### config.mk
export PLATFORM = sky130hd
export DESIGN_NAME = uart_retrans_tx
export DESIGN_NICKNAME = d
export VERILOG_FILES = /design/src/rtl/uart_tx_pkg.sv /design/src/rtl/uart_tx_bitclk.sv /design/src/rtl/uart_retrans_tx.sv
export SDC_FILE = /design/constraint.sdc
export NUM_CORES = 1
export LEC_CHECK = 0
export ABC_AREA = 1
export CAP_MARGIN = 20
export CORE_MARGIN = 1.5
export CORE_UTILIZATION = 45
export DETAILED_ROUTE_END_ITERATION = 10
export GPL_TIMING_DRIVEN = 0
export PLACE_DENSITY_LB_ADDON = 0.25
export SKIP_LAST_GASP = 1
export SLEW_MARGIN = 40
export SYNTH_ARGS = -nofsm -noshare
export SYNTH_HDL_FRONTEND = slang
export SYNTH_SLANG_ARGS = --single-unit
### constraint.sdc
create_clock -name clk -period 2.7 [get_ports clk]
set_clock_uncertainty 0.2 [all_clocks]
set_input_delay 0.27 -clock clk [delete_from_list [all_inputs] [get_ports clk]]
set_output_delay 0.27 -clock clk [all_outputs]
set_load 0.1 [all_outputs]
### src/rtl/uart_tx_pkg.sv
// Shared types and constants for the retransmitting UART transmitter.
package uart_tx_pkg;

   typedef enum logic [2:0] {
      IDLE,
      START,
      DATA,
      PARITY,
      STOP,
      WAIT_RESP,
      DONE,
      FAIL
   } tx_state_t;

   localparam int   FRAME_BITS = 11;
   localparam int   DATA_BITS  = 8;
   localparam logic LINE_IDLE  = 1'b1;

   function automatic logic even_parity(input logic [DATA_BITS-1:0] d);
      return ^d;
   endfunction

endpackage

### src/rtl/uart_tx_bitclk.sv
// Bit-period down-counter: holds at reload while idle and ticks on the last
// cycle of every serial bit while the transmit path is running.
module uart_tx_bitclk
   import uart_tx_pkg::*;
#(
   parameter int BIT_CYCLES = 1
) (
   input  logic clk,
   input  logic reset,
   input  logic run,
   output logic bit_tick
);

   localparam logic [7:0] RELOAD = 8'(BIT_CYCLES - 1);

   logic [7:0] cnt_q, cnt_d;

   always_comb begin
      cnt_d = cnt_q;
      if (!run || cnt_q == '0) begin
         cnt_d = RELOAD;
      end else begin
         cnt_d = cnt_q - 8'd1;
      end
   end

   always_ff @(posedge clk or posedge reset) begin
      if (reset) begin
         cnt_q <= RELOAD;
      end else begin
         cnt_q <= cnt_d;
      end
   end

   assign bit_tick = run && (cnt_q == '0);

endmodule

### src/rtl/uart_retrans_tx.sv
// Framed serial transmitter (start, 8 data LSB first, even parity, stop) with
// ack/resend handling and bounded retries. `UART_TX_FAULT_INJECT_EN adds inject_err.
module uart_retrans_tx
   import uart_tx_pkg::*;
#(
   parameter int BIT_CYCLES   = 1,
   parameter int MAX_RETRY    = 4,
   parameter int RESP_TIMEOUT = 16
) (
   input  logic       clk,
   input  logic       reset,
   input  logic [7:0] data_in,
   input  logic       send,
   input  logic       ack,
   input  logic       request_resend,
`ifdef UART_TX_FAULT_INJECT_EN
   input  logic       inject_err,
`endif
   output logic       signal,
   output logic       busy,
   output logic       done,
   output logic       fail,
   output logic [2:0] retry_count
);

   localparam logic [2:0] RETRY_MAX = 3'(MAX_RETRY);
   localparam logic [7:0] TIMEOUT   = 8'(RESP_TIMEOUT);
   localparam logic [2:0] LAST_BIT  = 3'(DATA_BITS - 1);

   tx_state_t  state_q, state_d;
   logic [7:0] frame_q, frame_d;
   logic [2:0] bit_idx_q, bit_idx_d;
   logic [2:0] retry_q, retry_d;
   logic [7:0] timer_q, timer_d;
   logic       signal_q, signal_d;
   logic       busy_q, busy_d;
   logic       done_q, done_d;
   logic       fail_q, fail_d;
   logic       flip;
   logic       bit_run;
   logic       bit_tick;

`ifdef UART_TX_FAULT_INJECT_EN
   logic       fault_q, fault_d;
`endif

   assign bit_run = state_q inside {START, DATA, PARITY, STOP};

   uart_tx_bitclk #(
      .BIT_CYCLES(BIT_CYCLES)
   ) u_bitclk (
      .clk     (clk),
      .reset   (reset),
      .run     (bit_run),
      .bit_tick(bit_tick)
   );

   always_comb begin
      state_d   = state_q;
      frame_d   = frame_q;
      bit_idx_d = bit_idx_q;
      retry_d   = retry_q;
      timer_d   = timer_q;
`ifdef UART_TX_FAULT_INJECT_EN
      fault_d   = fault_q;
`endif

      unique case (state_q)
         IDLE: begin
            if (send) begin
               frame_d   = data_in;
               retry_d   = '0;
               bit_idx_d = '0;
               state_d   = START;
`ifdef UART_TX_FAULT_INJECT_EN
               fault_d   = inject_err;
`endif
            end
         end
         START: begin
            if (bit_tick) begin
               bit_idx_d = '0;
               state_d   = DATA;
            end
         end
         DATA: begin
            if (bit_tick) begin
               if (bit_idx_q == LAST_BIT) begin
                  state_d = PARITY;
               end else begin
                  bit_idx_d = bit_idx_q + 3'd1;
               end
            end
         end
         PARITY: begin
            if (bit_tick) begin
               state_d = STOP;
            end
         end
         STOP: begin
            if (bit_tick) begin
               timer_d = '0;
               state_d = WAIT_RESP;
            end
         end
         WAIT_RESP: begin
            // timer_d is the 1-based count of WAIT_RESP cycles including this one
            timer_d = timer_q + 8'd1;
            if (ack) begin
               state_d = DONE;
            end else if (request_resend || timer_d == TIMEOUT) begin
               if (retry_q < RETRY_MAX) begin
                  retry_d   = retry_q + 3'd1;
                  bit_idx_d = '0;
                  state_d   = START;
               end else begin
                  state_d = FAIL;
               end
            end
         end
         DONE:    state_d = IDLE;
         FAIL:    state_d = IDLE;
         default: state_d = IDLE;
      endcase

`ifdef UART_TX_FAULT_INJECT_EN
      flip = fault_d && (retry_d == '0);
`else
      flip = 1'b0;
`endif

      // Outputs are decoded from the next state so they register alongside it
      signal_d = LINE_IDLE;
      unique case (state_d)
         START:   signal_d = 1'b0;
         DATA:    signal_d = frame_d[bit_idx_d];
         PARITY:  signal_d = even_parity(frame_d) ^ flip;
         default: signal_d = LINE_IDLE;
      endcase
      busy_d = (state_d != IDLE);
      done_d = (state_d == DONE);
      fail_d = (state_d == FAIL);
   end

   always_ff @(posedge clk or posedge reset) begin
      if (reset) begin
         state_q   <= IDLE;
         frame_q   <= '0;
         bit_idx_q <= '0;
         retry_q   <= '0;
         timer_q   <= '0;
         signal_q  <= LINE_IDLE;
         busy_q    <= 1'b0;
         done_q    <= 1'b0;
         fail_q    <= 1'b0;
`ifdef UART_TX_FAULT_INJECT_EN
         fault_q   <= 1'b0;
`endif
      end else begin
         state_q   <= state_d;
         frame_q   <= frame_d;
         bit_idx_q <= bit_idx_d;
         retry_q   <= retry_d;
         timer_q   <= timer_d;
         signal_q  <= signal_d;
         busy_q    <= busy_d;
         done_q    <= done_d;
         fail_q    <= fail_d;
`ifdef UART_TX_FAULT_INJECT_EN
         fault_q   <= fault_d;
`endif
      end
   end

   assign signal      = signal_q;
   assign busy        = busy_q;
   assign done        = done_q;
   assign fail        = fail_q;
   assign retry_count = retry_q;

endmodule

**Word level (Yosys, flattened, before mapping)**

Cells that the tools add are included.

- $add $sub $neg: 4
- Order comparisons: 2
- Eq/ne operators: 19
- Mux-type cells: 31
- Reduce and logical (&&, ||, !) cells: 14

Operator list:

| operator | count |
|---|---|
| $mux 3 | 20 |
| $mux 8 | 4 |
| $eq 3x3->1 const B | 7 |
| $pmux 3 s7 | 1 |
| $pmux 8 s2 | 1 |
| $eq 3x2->1 const B | 4 |
| $pmux 3 s4 | 1 |
| $ne 2x2->1 const B | 5 |
| $add 8x1->8 const B | 1 |
| $eq 8x5->1 const B | 1 |
| $logic_not 8->1 | 1 |
| $reduce_xor 8->1 | 1 |
| $sub 8x1->8 const B | 1 |
| $add 3x1->3 const B | 2 |
| $eq 3x1->1 const B | 2 |
| $pmux 3 s2 | 1 |
| $reduce_and 5->1 | 1 |
| $lt 3x4->1 const B | 1 |
| $reduce_bool 2->1 | 2 |
| $reduce_bool 4->1 | 1 |
| $bmux 1 s3 | 1 |
| $logic_not 3->1 | 1 |
| $lt 3x3->1 const B | 1 |
| $pmux 1 s3 | 1 |
| other kinds (7) | 8 |

- Bits in registers: 37
- Bits of input ports: 13
- Output and inout port bits: 7
- Logic and storage cells: 80

**Logic depth before layout (Yosys ltp)**

Gate-level depths: netlist of the first run.

- Word-level depth: 9
- Mapped depth: 17
- Depth with buffers taken out: 17

**By module**

From an unflattened synthesis of the first run, not the netlist that was laid out.

- Cell total of the unflattened synthesis: 282
- Area, all modules: 2224.6 µm²

By module, submodules not included:

| module | times used | cells an instance | area an instance (µm²) | seq. area each (µm²) |
|---|---|---|---|---|
| uart_retrans_tx | 1 | 231 | 1793.0 | 726.9 |
| uart_tx_bitclk | 1 | 51 | 431.7 | 200.2 |

**Worst setup path before layout of the first run**

OpenSTA, ideal clock, no wires.

- Path type: reg-to-reg
- From: reg timer_q[0]
- To: reg busy_q, in the netlist busy
- Library setup time: 124 ps
- Arrival time: 1725 ps
- Required time: 2376 ps
- Setup slack: 651 ps
- Cell stages (with the launch flop): 15
- Path buffers: 0
- Period minus slack after synthesis: 2049 ps
- Cell sequence: dfrtp_1 -> ha_1 -> nand3_1 -> nor2_1 -> nand2_1 -> nand2_1 -> nor2_1 -> nand3_1 -> nand2_1 -> nand3_2 -> nand3_1 -> nand2_1 -> inv_2 -> o21ai_1 -> or2_1

- Longest elaborated chain between the ends: 7

RTL lines:

| item | RTL line | RTL |
|---|---|---|
| start, declared | uart_retrans_tx.sv:34 | `logic [7:0] timer_q, timer_d;` |
| start signal, assigned | uart_retrans_tx.sv:164 | `timer_q <= timer_d;` |
| $add 8x1->8 | uart_retrans_tx.sv:108 | `timer_d = timer_q + 8'd1;` |
| $eq 8x5->1 | uart_retrans_tx.sv:111 | `end else if (request_resend \|\| timer_d == TIMEOUT) begin` |
| $logic_or 1x1->1 | uart_retrans_tx.sv:111 |  |
| $mux 3 | uart_retrans_tx.sv:111 |  |
| $mux 3 | uart_retrans_tx.sv:109 | `if (ack) begin` |
| $pmux 3 s7 | uart_retrans_tx.sv:68 | `unique case (state_q)` |
| via state_d[1] | uart_retrans_tx.sv:30 | `tx_state_t state_q, state_d;` |
| $reduce_bool 3->1 | uart_retrans_tx.sv:140 | `busy_d = (state_d != IDLE);` |
| via busy_d | uart_retrans_tx.sv:36 | `logic busy_q, busy_d;` |
| end signal, assigned | uart_retrans_tx.sv:166 | `busy_q <= busy_d;` |
| end, declared | uart_retrans_tx.sv:36 |  |

The timed path passes the listed nets, and every way through them passes these cells.
A chain may end at the register's enable or synchronous reset.

**Worst setup path in the final report of the first run**

- From: reg timer_q[0]
- To: reg signal_q, in the netlist signal

- Longest elaborated chain between the ends: 9
- Elaborated cells on any way between the ends: 15
- Classes of those cells: 1 x add/sub; 4 x eq/ne; 9 x mux; 1 x reduce/logical

RTL lines:

| item | RTL line | RTL |
|---|---|---|
| $add 8x1->8 | uart_retrans_tx.sv:108 |  |
| $eq 8x5->1 | uart_retrans_tx.sv:111 |  |
| $logic_or 1x1->1 | uart_retrans_tx.sv:111 |  |
| $mux 3 | uart_retrans_tx.sv:111 |  |
| $mux 3 | uart_retrans_tx.sv:109 |  |
| $pmux 3 s4 | uart_retrans_tx.sv:68 |  |
| via bit_idx_d[2] | uart_retrans_tx.sv:32 | `logic [2:0] bit_idx_q, bit_idx_d;` |
| $bmux 1 s3 | uart_retrans_tx.sv:136 | `DATA: signal_d = frame_d[bit_idx_d];` |
| $mux 1 (not written as such) | uart_retrans_tx.sv:136 |  |
| $pmux 1 s3 | uart_retrans_tx.sv:134 | `unique case (state_d)` |
| via signal_d | uart_retrans_tx.sv:35 | `logic signal_q, signal_d;` |
| end signal, assigned | uart_retrans_tx.sv:165 | `signal_q <= signal_d;` |
| end, declared | uart_retrans_tx.sv:35 |  |

The timed path passes the listed nets, and every way through them passes these cells. The select of a mux whose other input is x is not followed.

==> results summary, run 1 <==
The flip-flop and latch count after synthesis is 37. Counting every net in the synthesized netlist gives 297. The final layout contains routed wiring with a total length of 4.18 mm.

The leakage power summed over all cells came out at 0.00131 uW. From synthesis to final layout, the design area changed by 16.2%. Dividing total power by cell area gives a power density of 1050 nW/um^2. The total number of vias came out at 1799. The share of the yosys chip area belonging to registers is 42.8%. The setup total negative slack came out at 0 ns. The reported net switching power came out at 1230 uW. The detailed router finished its first iteration with 96 violations. The internal power is 1410 uW. The final number of hold-violating endpoints is 0. The first global-routing pass estimated 7.20 mm of wire. The power share of the combinational group is 54.0%. The average cell area after synthesis came out at 7.73 um^2. The post-synthesis cell area is 2160 um^2. The headroom to the max-slew limit is 67.8%. The clock tree from TritonCTS is built. The maximum number of buffers from clock root to sink is 2. The number of sinks handled by clock tree synthesis came out at 37. The pin slew with the least headroom to its limit came out at 0.486 ns. The number of hold-repair buffers added at the cts stage came out at 0. Buffers inserted during clock tree synthesis total 5. The final critical path takes up 88.1% of the cycle. The number of failing setup endpoints in the final timing report is 0. The number of routed nets with antenna violations is 0. The path class of the tightest hold or removal check is input pin to async pin. The number of global-route vias before repair is 1665. The worst setup path is launched from a register.

Cells with a size suffix above 1 make up 14.9% of the layout. The number of gates given a new drive strength after cts is 0. The number of max-slew violations in the final report is 0. The top cell types in the final layout, fill and taps aside, are sky130_fd_sc_hd__nand2_1 (59), sky130_fd_sc_hd__inv_1 (45), sky130_fd_sc_hd__dfrtp_1 (36). The max capacitance violation total is 0. The total area inside the core boundary comes to 4690 um^2. Setup repair after global routing left no endpoint under its margin. The weighted congestion reported at the end of routability-driven placement is 0.841.

The worst IR drop on VDD came out at 0.560 mV. The critical path's largest stage delay is 0.42 ns. The core occupancy in the finished layout came out at 53.6%. The critical path endpoint category is a register. The largest driver fanout on the critical path came out at 5. For this run, the total global-route usage over all layers was measured as 17.8%.

After clock tree synthesis, the setup repair step added 0 buffers. The critical path data arrival time came out at 2.42 ns. The synthesized netlist cell count is 280. After legalization and detailed placement, the total HPWL measured 3.15 mm. Walking the worst path, the cells encountered are ha_1 > nand3_1 > nor2_1 > nand2_1 > nand2_1 > nor2_1 > nand3_1 > nand2_1 > nand3_2 > nand2_2 > nand2_1 > a21oi_1 > inv_1 > nand3_1 > nand3_1 > nand2_1. 0 antenna diodes ended up in the layout. The required time at the worst-slack endpoint is 2.74 ns.

The highest clock frequency the design can meet is 420 MHz. The most numerous cell type found on the critical path is sky130_fd_sc_hd__nand2_1. The minimum period implied by the final worst setup slack is 2.38 ns. The number of nets at the end of the flow came out at 324.

The maximum number of pins on one net before global-route repair came out at 25. Leaving out fill and tap cells, the most frequent cell in the layout is sky130_fd_sc_hd__nand2_1. The clock-pin transition on the worst setup and hold timing paths came out at 0.07 ns. In this run the critical register-to-register path is launched from timer_q[0]. The run finished with clean final reports.

The total iterations of the first detailed-routing run is 4. In this run, distinct cell masters in the synthesized netlist total 36. The register share of total power came out at 29.7%. The setup path with the least slack is of type register to register. The horizontal die dimension is 72.4 um. The cell sitting at the root of the clock tree is a sky130_fd_sc_hd__clkbuf_8. The floorplan step set the die height to 72.4 um. The latest clock arrival within the worst-skew pair came out at 0.30 ns. Among all stages on the critical path, the largest delay is contributed by sky130_fd_sc_hd__dfrtp_1.

The initial utilization of the core area, before any placement, comes to 46.1%. The routed length per instance came out at 11.5 um. The number of buffers added on ports is 19.

The maximum level of the CTS H-tree is 2. For this run, design rule violations remaining after detail routing come to 0. The number of I/O pins came out at 20. The number of warnings reported in the yosys synthesis log came out at 0. The critical path starts at timer_q[0]. The initial antenna violation count came out at 0. The part of the power in the clock network came out at 16.3%. The full die area is 5240 um^2. The switching part of the total power came out at 46.7%. The number of placement rows is 25. Using the TritonRoute via totals, the vias-per-cell ratio works out to 4.97. The sum of overflow across all layers after global routing is 0.
cell usage after synthesis:
| library cell | instances | area share (%) |
|---|---|---|
| sky130_fd_sc_hd__a21boi_0 | 1 | 0.35 |
| sky130_fd_sc_hd__a21oi_1 | 3 | 0.69 |
| sky130_fd_sc_hd__a31oi_1 | 2 | 0.58 |
| sky130_fd_sc_hd__buf_6 | 1 | 0.52 |
| sky130_fd_sc_hd__clkbuf_1 | 1 | 0.17 |
| sky130_fd_sc_hd__clkinv_1 | 1 | 0.17 |
| sky130_fd_sc_hd__dfrtp_1 | 36 | 42 |
| sky130_fd_sc_hd__dfstp_2 | 1 | 1.2 |
| sky130_fd_sc_hd__ha_1 | 4 | 2.3 |
| sky130_fd_sc_hd__inv_1 | 46 | 8.0 |
| sky130_fd_sc_hd__inv_2 | 4 | 0.69 |
| sky130_fd_sc_hd__nand2_1 | 59 | 10 |
| sky130_fd_sc_hd__nand2_2 | 3 | 0.87 |
| sky130_fd_sc_hd__nand2_4 | 2 | 1.0 |
| sky130_fd_sc_hd__nand3_1 | 24 | 5.5 |
| sky130_fd_sc_hd__nand3_2 | 5 | 2.3 |
| sky130_fd_sc_hd__nand4_1 | 5 | 1.4 |
| sky130_fd_sc_hd__nor2_1 | 29 | 5.0 |
| sky130_fd_sc_hd__nor2_2 | 3 | 0.87 |
| sky130_fd_sc_hd__nor2_4 | 1 | 0.52 |
| sky130_fd_sc_hd__nor3_1 | 4 | 0.92 |
| sky130_fd_sc_hd__nor3_2 | 1 | 0.46 |
| sky130_fd_sc_hd__nor3b_1 | 1 | 0.35 |
| sky130_fd_sc_hd__nor4_1 | 1 | 0.29 |
| sky130_fd_sc_hd__o211a_1 | 1 | 0.46 |
| sky130_fd_sc_hd__o211ai_1 | 2 | 0.69 |
| sky130_fd_sc_hd__o21a_1 | 1 | 0.35 |
| sky130_fd_sc_hd__o21ai_0 | 11 | 2.5 |
| sky130_fd_sc_hd__o21ai_1 | 4 | 0.92 |
| sky130_fd_sc_hd__o21ai_2 | 7 | 2.8 |
| sky130_fd_sc_hd__o22ai_1 | 1 | 0.29 |
| sky130_fd_sc_hd__or2_1 | 1 | 0.29 |
| sky130_fd_sc_hd__or2_2 | 1 | 0.29 |
| sky130_fd_sc_hd__or3_1 | 1 | 0.29 |
| sky130_fd_sc_hd__xnor2_1 | 8 | 3.2 |
| sky130_fd_sc_hd__xor2_1 | 4 | 1.6 |
layout make-up:
class	instances	area [um^2]
multi-input cells	190	1030
repair buffers	20	183
inverters	51	191
clock buffers	7	96.3
clock inverters	1	5.00
fillers	465	2180
flip-flops and latches	37	927
plain buffers	2	15.0
well taps	54	67.6
worst max-delay path: cells and delay by family (launching register included):
family	cells	cell delay, ns
DFF	1	0.42
adders and majority gates	1	0.24
buffers and inverters	1	0.10
AOI/OAI and AO/OA	1	0.20
and+or+nand+nor	13	1.19
kinds of logic after synthesis:
group	share of synthesized area, %
and+or+nand+nor	30.8
DFF	42.8
buffers and inverters	9.54
AOI/OAI and AO/OA	9.71
adders and majority gates	2.31
xor gates and xnor gates	4.86
power by group through the flow:
stage | combinational, uW | sequential, uW | clock (uW)
floorplan | 937 | 1010 | 0
global placement | 1430 | 789 | 0
detailed placement | 1420 | 791 | 0
CTS | 1430 | 782 | 442
global route | 1600 | 795 | 459
finish | 1420 | 781 | 430
registers in the layout, summed over array words and instances (netlist names):
register	flops
bit_idx_q	3
busy	1
done	1
fail	1
frame_q	8
retry_count	3
signal	1
state_q	3
timer_q	8
u_bitclk.cnt_q	8
metal layers:
metal | GRT usage (%) | routed length [um] | up-vias
met1 | 23.1 | 1970 | 819
met3 | 3.33 | 135 | 8
met2 | 29.0 | 2000 | 29
li1 | - | - | 943
met5 | 0 | 0 | -
met4 | 7.76 | 78 | 0
worst paths after layout:
path | cells past startpoint | slack, ns | to
hold / removal | 2 | 0.07 | u_bitclk.cnt_q[6]
max in group asynchronous | 3 | 1.73 | signal
min in group clk | 1 | 0.22 | u_bitclk.cnt_q[0]
setup / recovery | 16 | 0.32 | signal
setup reg to reg | 16 | 0.32 | signal
hold reg to reg | 1 | 0.22 | u_bitclk.cnt_q[0]
stage by stage:
step	instance area (um^2)	power [uW]	cells	setup slack [ns]	hold slack [ns]
2_1_floorplan	2160	1950	280	0.651	0.203
3_3_place_gp	2420	2220	353	0.368	0.214
3_5_place_dp	2410	2210	354	0.354	0.215
4_1_cts	2520	2660	362	0.339	0.0816
5_1_grt	2520	2860	362	0.0531	0.102
6_report	2520	2630	362	0.320	0.0695
Note: power is estimated with default switching activity, not from simulation.
==> run 2: changes to the inputs <==
CAP_MARGIN = 10   (was 20)
CORE_ASPECT_RATIO = 0.75   (was not set)
==> results summary, run 2 (synthesis gave the netlist of run 1 again) <==
The startpoint type of the worst setup path is a register. The pin slew with the least headroom to its limit came out at 0.489 ns. The power share of the combinational group came out at 54.4%.

The ratio of final minimum period to clock period is 88.8%. The area growth from synthesis to final layout came out at 16.4%. The initial utilization of the core area, before any placement, comes to 47.6%. The weighted congestion reported at the end of routability-driven placement is 0.914. The TritonCTS buffer count is 5. The setup total negative slack came out at 0 ns. The power per cell area is 1050 nW/um^2. The register share of total power is 29.5%. The routed length per instance is 12.3 um. The first global-routing pass estimated 8.08 mm of wire.

The minimum period implied by the final worst setup slack came out at 2.40 ns. The largest registers in the layout are frame_q (8), timer_q (8), u_bitclk.cnt_q (8). For the worst-skew pair, the clock arrives at the later sink with an insertion delay of 0.29 ns. In this run, the number of DRC markers left after iteration 0 of detailed routing was 168.

Entering global routing, the biggest net connects 20 pins. The number of I/O pins is 20. For this design the static power due to leakage is 0.00131 uW. In the layout the commonest cells are sky130_fd_sc_hd__nand2_1 (59), sky130_fd_sc_hd__inv_1 (45), sky130_fd_sc_hd__dfrtp_1 (36).

Traced cell by cell, the critical path runs through ha_1 > nand3_1 > o21ai_1 > nand2_1 > nor2_1 > nand3_1 > nand2_1 > nand3_2 > nand2_2 > nand3_2 > nand2_1 > nand3_1 > nand3_1 > nand3_1 > nand2_1. The number of nets at the end of the flow is 324. The setup slack after placement came out at 0.351 ns. Setup violations remaining at the end of the flow were counted as 0. The post-route cell area is 2520 um^2. The setup fix buffers added after clock tree synthesis is 0. The mean number of vias per cell came out at 4.95.

By instance count, the cell type seen most on the critical path is sky130_fd_sc_hd__nand3_1. The die extent in y came out at 63.1 um. The number of remaining DRC errors is 0. Along the worst path, the maximum fanout reaches 5. The clock-pin transition on the worst setup and hold timing paths came out at 0.07 ns. The number of routed nets with antenna violations came out at 0. The floorplan step defined a die boundary enclosing 5240 um^2. The tree is rooted in a sky130_fd_sc_hd__clkbuf_8. After global routing the overflow that remains totals 0. The initial antenna violation count came out at 0.

The worst IR drop on VDD is 0.609 mV. The critical path contains buffers and inverters numbering 0 combined. The reported net switching power is 1250 uW. The number of global-route vias before repair came out at 1778. The H-tree was split into 2 levels.

The layout has 417 filler cells. The count of buffers added on input and output ports is 19. STA classifies the critical path endpoint as a register. The critical path's largest stage delay is 0.43 ns. The cell area after placement came out at 2420 um^2. The routed design has 4.47 mm of wire. The detailed-placement wirelength estimate came out at 3.40 mm. Setup repair after global routing left no endpoint under its margin. The clock tree from TritonCTS is built. The internal power is 1410 uW. The setup slack of the critical path after layout is 0.303 ns.

The overall fraction of global-route tracks in use came out at 19.3%. The tool flagged a number of max-cap violations equal to 0. For this run, the detailed router's first-pass iteration total came to 4. The floorplan step defined a core boundary enclosing 4550 um^2. The highest clock frequency the design can meet is 417 MHz. Broken down by cell family, the worst path's largest delay share belongs to simple AND/OR/NAND/NOR gates. The maximum number of buffers from clock root to sink is 2. The total number of vias is 1807. Net switching is 47.0% of the power. The number of placement rows is 21. The slowest library cell on the worst path is sky130_fd_sc_hd__dfrtp_1.

The number of antenna diodes in the final layout is 0. The headroom to the max-slew limit is 67.6%. The number of gates given a new drive strength after cts is 0. The number of max-slew violations in the final report is 0. The part of the power in the clock network came out at 16.1%. The share of layout cells above drive strength 1 is 14.9%. The horizontal die dimension came out at 83.1 um.

In this run the worst hold path is classified as input pin to async pin. The final number of hold-violating endpoints came to 0. The worst setup path is of the register to register kind.

The required time at the worst-slack endpoint is 2.74 ns. The post-route worst hold slack came out at 0.104 ns. The critical path data arrival time came out at 2.43 ns. Counting every sink on the clock net gives 37. Leaving out fill and tap cells, the most frequent cell in the layout is sky130_fd_sc_hd__nand2_1.

The run finished with clean final reports. The number of hold-repair buffers added at the cts stage is 0.
run 2: cell counts in the layout (fill, tap and decap cells not counted):
Identical to the previous run, type by type.
run 2: layout make-up:
type | count | area [um^2] | share of cell area (%)
buffer | 2 | 15.0 | 0.596
inverter | 51 | 191 | 7.60
sequential | 37 | 927 | 36.8
clock inverter | 1 | 5.00 | 0.199
tap | 57 | 71.3 | 2.83
clock buffer | 7 | 96.3 | 3.82
timing repair buffer | 20 | 183 | 7.25
multi-input combinational | 190 | 1030 | 40.9
run 2: worst paths after layout:
path	from	endpoint	slack, ns	depth (start not counted)
hold / removal	reset	timer_q[7]	0.10	2
setup / recovery	timer_q[0]	signal	0.30	15
max in group asynchronous	reset	signal	1.66	3
min in group clk	u_bitclk.cnt_q[0]	u_bitclk.cnt_q[0]	0.22	1
setup reg to reg	timer_q[0]	signal	0.30	15
hold reg to reg	u_bitclk.cnt_q[0]	u_bitclk.cnt_q[0]	0.22	1
run 2: power groups by stage:
| stage | Combinational, uW | Sequential (uW) | Clock [uW] |
|---|---|---|---|
| after floorplan | 937 | 1010 | 0 |
| after global placement | 1430 | 790 | 0 |
| after detailed placement | 1430 | 795 | 0 |
| after CTS | 1440 | 784 | 447 |
| after global routing | 1590 | 802 | 470 |
| final | 1440 | 783 | 428 |
run 2: stage by stage:
stage	power, uW	std cells	utilization, %
6_report	2660	365	55.4
5_1_grt	2870	365	55.4
3_3_place_gp	2220	356	53.4
3_5_place_dp	2230	357	53.2
2_1_floorplan	1950	280	-
4_1_cts	2670	365	55.4
run 2: metal layers:
metal / up-vias / global-route usage (%) / part of all wire [%] / wire (um)
met3: 5 / 6.42 / 4.6 / 207
li1: 942 / - / - / -
met4: 0 / 5.21 / 0.72 / 32
met1: 823 / 26.5 / 52 / 2330
met5: - / 0 / 0 / 0
met2: 37 / 29.3 / 42 / 1900
run 2: worst reg2reg max path, stage by stage (launching register included):
cell	delay, ns
sky130_fd_sc_hd__dfrtp_1	0.43
sky130_fd_sc_hd__ha_1	0.22
sky130_fd_sc_hd__nand3_1	0.13
sky130_fd_sc_hd__o21ai_1	0.14
sky130_fd_sc_hd__nand2_1	0.07
sky130_fd_sc_hd__nor2_1	0.11
sky130_fd_sc_hd__nand3_1	0.10
sky130_fd_sc_hd__nand2_1	0.10
sky130_fd_sc_hd__nand3_2	0.13
sky130_fd_sc_hd__nand2_2	0.15
sky130_fd_sc_hd__nand3_2	0.14
sky130_fd_sc_hd__nand2_1	0.09
sky130_fd_sc_hd__nand3_1	0.07
sky130_fd_sc_hd__nand3_1	0.10
sky130_fd_sc_hd__nand3_1	0.08
sky130_fd_sc_hd__nand2_1	0.07
==> run 3: changes to the inputs <==
CTS_CLUSTER_DIAMETER = 30   (was not set)
GPL_TIMING_DRIVEN = not set   (was 0)
==> results summary, run 3 (synthesis gave the netlist of run 1 again) <==
The routed length per instance came out at 11.5 um. The mean number of vias per cell came out at 4.87. The number of max-slew violations in the final report is 0.

The full die area came out at 5240 um^2. The die extent in y came out at 63.1 um. The number of placement rows is 21.

The effective utilization at floorplan is 47.6%. The reg2reg setup slack is 0.32 ns. The number of standard cells in the layout, taps in and fillers out came out at 364.

The number of diodes came out at 0. The number of sinks handled by clock tree synthesis is 37. Leaving out fill and tap cells, the most frequent cell in the layout is sky130_fd_sc_hd__nand2_1. The clock tree from TritonCTS is built.

The number of instances in the placed design came out at 356. The max capacitance violation total is 0. The area growth from synthesis to final layout came out at 15.1%. The share of layout cells above drive strength 1 came out at 14.3%. The global-route wire length before repair came out at 7.53 mm.

The initial antenna violation count came out at 0. The number of global-route vias before repair came to 1688. The tree is rooted in a sky130_fd_sc_hd__clkbuf_8. The leakage power summed over all cells came out at 0.00129 uW. The ratio of final minimum period to clock period is 88.1%.

The number of hold-repair buffers added at the cts stage came out at 0. The total iterations of the first detailed-routing run came out at 4. The number of gates given a new drive strength after cts is 0.

The largest driver fanout on the critical path came out at 5. After clock tree synthesis, the clock-pin slew on the worst setup and hold paths is 0.07 ns. The latest clock arrival within the worst-skew pair is 0.28 ns. The largest registers in the layout are frame_q (8), timer_q (8), u_bitclk.cnt_q (8). The final number of hold-violating endpoints came out at 0. The worst IR drop on VDD is 0.687 mV. The run finished with clean final reports. The detail route stage leaves a number of antenna-violating nets equal to 0. The weighted congestion reported at the end of routability-driven placement came out at 0.875. The net count of the finished layout is 323. The total number of vias is 1771. Dividing total power by cell area gives a power density of 1030 nW/um^2. Leaving out fill and tap cells, the most frequent cells in the layout are sky130_fd_sc_hd__nand2_1 (59), sky130_fd_sc_hd__inv_1 (46), sky130_fd_sc_hd__dfrtp_1 (36). The maximum level of the CTS H-tree came out at 2. The wire length reported by the detailed router came out at 4.18 mm. The overall fraction of global-route tracks in use is 17.9%. The setup fix buffers added after clock tree synthesis came out at 0.

The path type of the worst min-delay path is input pin to async pin. The number of buffers added on ports is 19. The number of failing setup endpoints in the final timing report is 0. The pin slew with the least headroom to its limit is 0.477 ns. STA classifies the critical path endpoint as a register. The sum of overflow across all layers after global routing came out at 0. The critical path is of the register to register type. Setup repair after global routing left no endpoint under its margin. After legalization and detailed placement, the total HPWL measured 3.12 mm. In the final timing run, aggregate negative setup slack is 0 ns. The minimum period implied by the final worst setup slack is 2.38 ns. The horizontal die dimension is 83.1 um. The required time at the worst-slack endpoint is 2.73 ns. The maximum number of buffers from clock root to sink is 2. The number of DRC violations after detailed-routing iteration 0 came out at 197. The TritonCTS buffer count is 5. Data on the critical path arrives at its endpoint at 2.41 ns. Entering global routing, the biggest net connects 38 pins.

The startpoint type of the worst setup path is a register. The number of remaining DRC errors is 0. Derived from the worst setup path, the maximum achievable clock frequency is 421 MHz.

The core occupancy in the finished layout came out at 54.8%. The headroom to the max-slew limit came out at 68.2%. The total area inside the core boundary comes to 4550 um^2. The number of I/O pins came out at 20.
run 3: cell types whose count changed in the layout (fill, tap and decap cells not counted), sizes merged:
cell	previous run	this run
clkinv	2	3
clkbuf	8	6
run 3: per-layer routing:
layer / up-vias / share of wire [%] / global-route usage [%]
met5: - / 0 / 0
met4: 0 / 1.2 / 5.63
met3: 5 / 5.6 / 4.33
met2: 47 / 40 / 26.0
met1: 779 / 53 / 26.4
li1: 940 / - / -
run 3: area by class of cell:
class / count / area (um^2)
inverter: 51 / 191
multi-input combinational: 190 / 1030
fill: 429 / 2050
clock inverter: 2 / 10.0
timing repair buffer: 21 / 188
clock buffer: 6 / 72.6
sequential: 37 / 927
tap: 57 / 71.3
run 3: final timing paths:
check | end | from | cells after the start
max in group asynchronous | signal | reset | 3
worst min-delay path | u_bitclk.cnt_q[2] | reset | 3
min in group clk | u_bitclk.cnt_q[0] | u_bitclk.cnt_q[0] | 1
worst min register to register | u_bitclk.cnt_q[0] | u_bitclk.cnt_q[0] | 1
worst max register to register | signal | timer_q[0] | 15
worst max-delay path | signal | timer_q[0] | 15
run 3: worst max-delay path, cell delays in order (launching register included):
cell	delay, ns
sky130_fd_sc_hd__dfrtp_1	0.42
sky130_fd_sc_hd__ha_1	0.22
sky130_fd_sc_hd__nand3_1	0.13
sky130_fd_sc_hd__o21ai_1	0.15
sky130_fd_sc_hd__nand2_1	0.08
sky130_fd_sc_hd__nor2_1	0.11
sky130_fd_sc_hd__nand3_1	0.09
sky130_fd_sc_hd__nand2_1	0.10
sky130_fd_sc_hd__nand3_2	0.14
sky130_fd_sc_hd__nand2_2	0.12
sky130_fd_sc_hd__nand2_1	0.06
sky130_fd_sc_hd__a21oi_1	0.18
sky130_fd_sc_hd__inv_1	0.11
sky130_fd_sc_hd__nand3_1	0.10
sky130_fd_sc_hd__nand3_1	0.07
sky130_fd_sc_hd__nand2_1	0.06
run 3: per-stage QoR:
step / power (uW) / hold slack [ns] / instance area, um^2 / setup slack (ns)
final: 2570 / 0.197 / 2490 / 0.322
after global routing: 2790 / 0.241 / 2490 / 0.0801
after CTS: 2590 / 0.212 / 2490 / 0.353
after detailed placement: 2210 / 0.220 / 2410 / 0.378
after global placement: 2200 / 0.214 / 2410 / 0.354
after floorplan: 1950 / 0.203 / 2160 / 0.651
run 3: report_power, final:
group	switching (uW)	internal (uW)
logic	929	487
clock network	188	179
registers	91.7	696
total	1210	1360
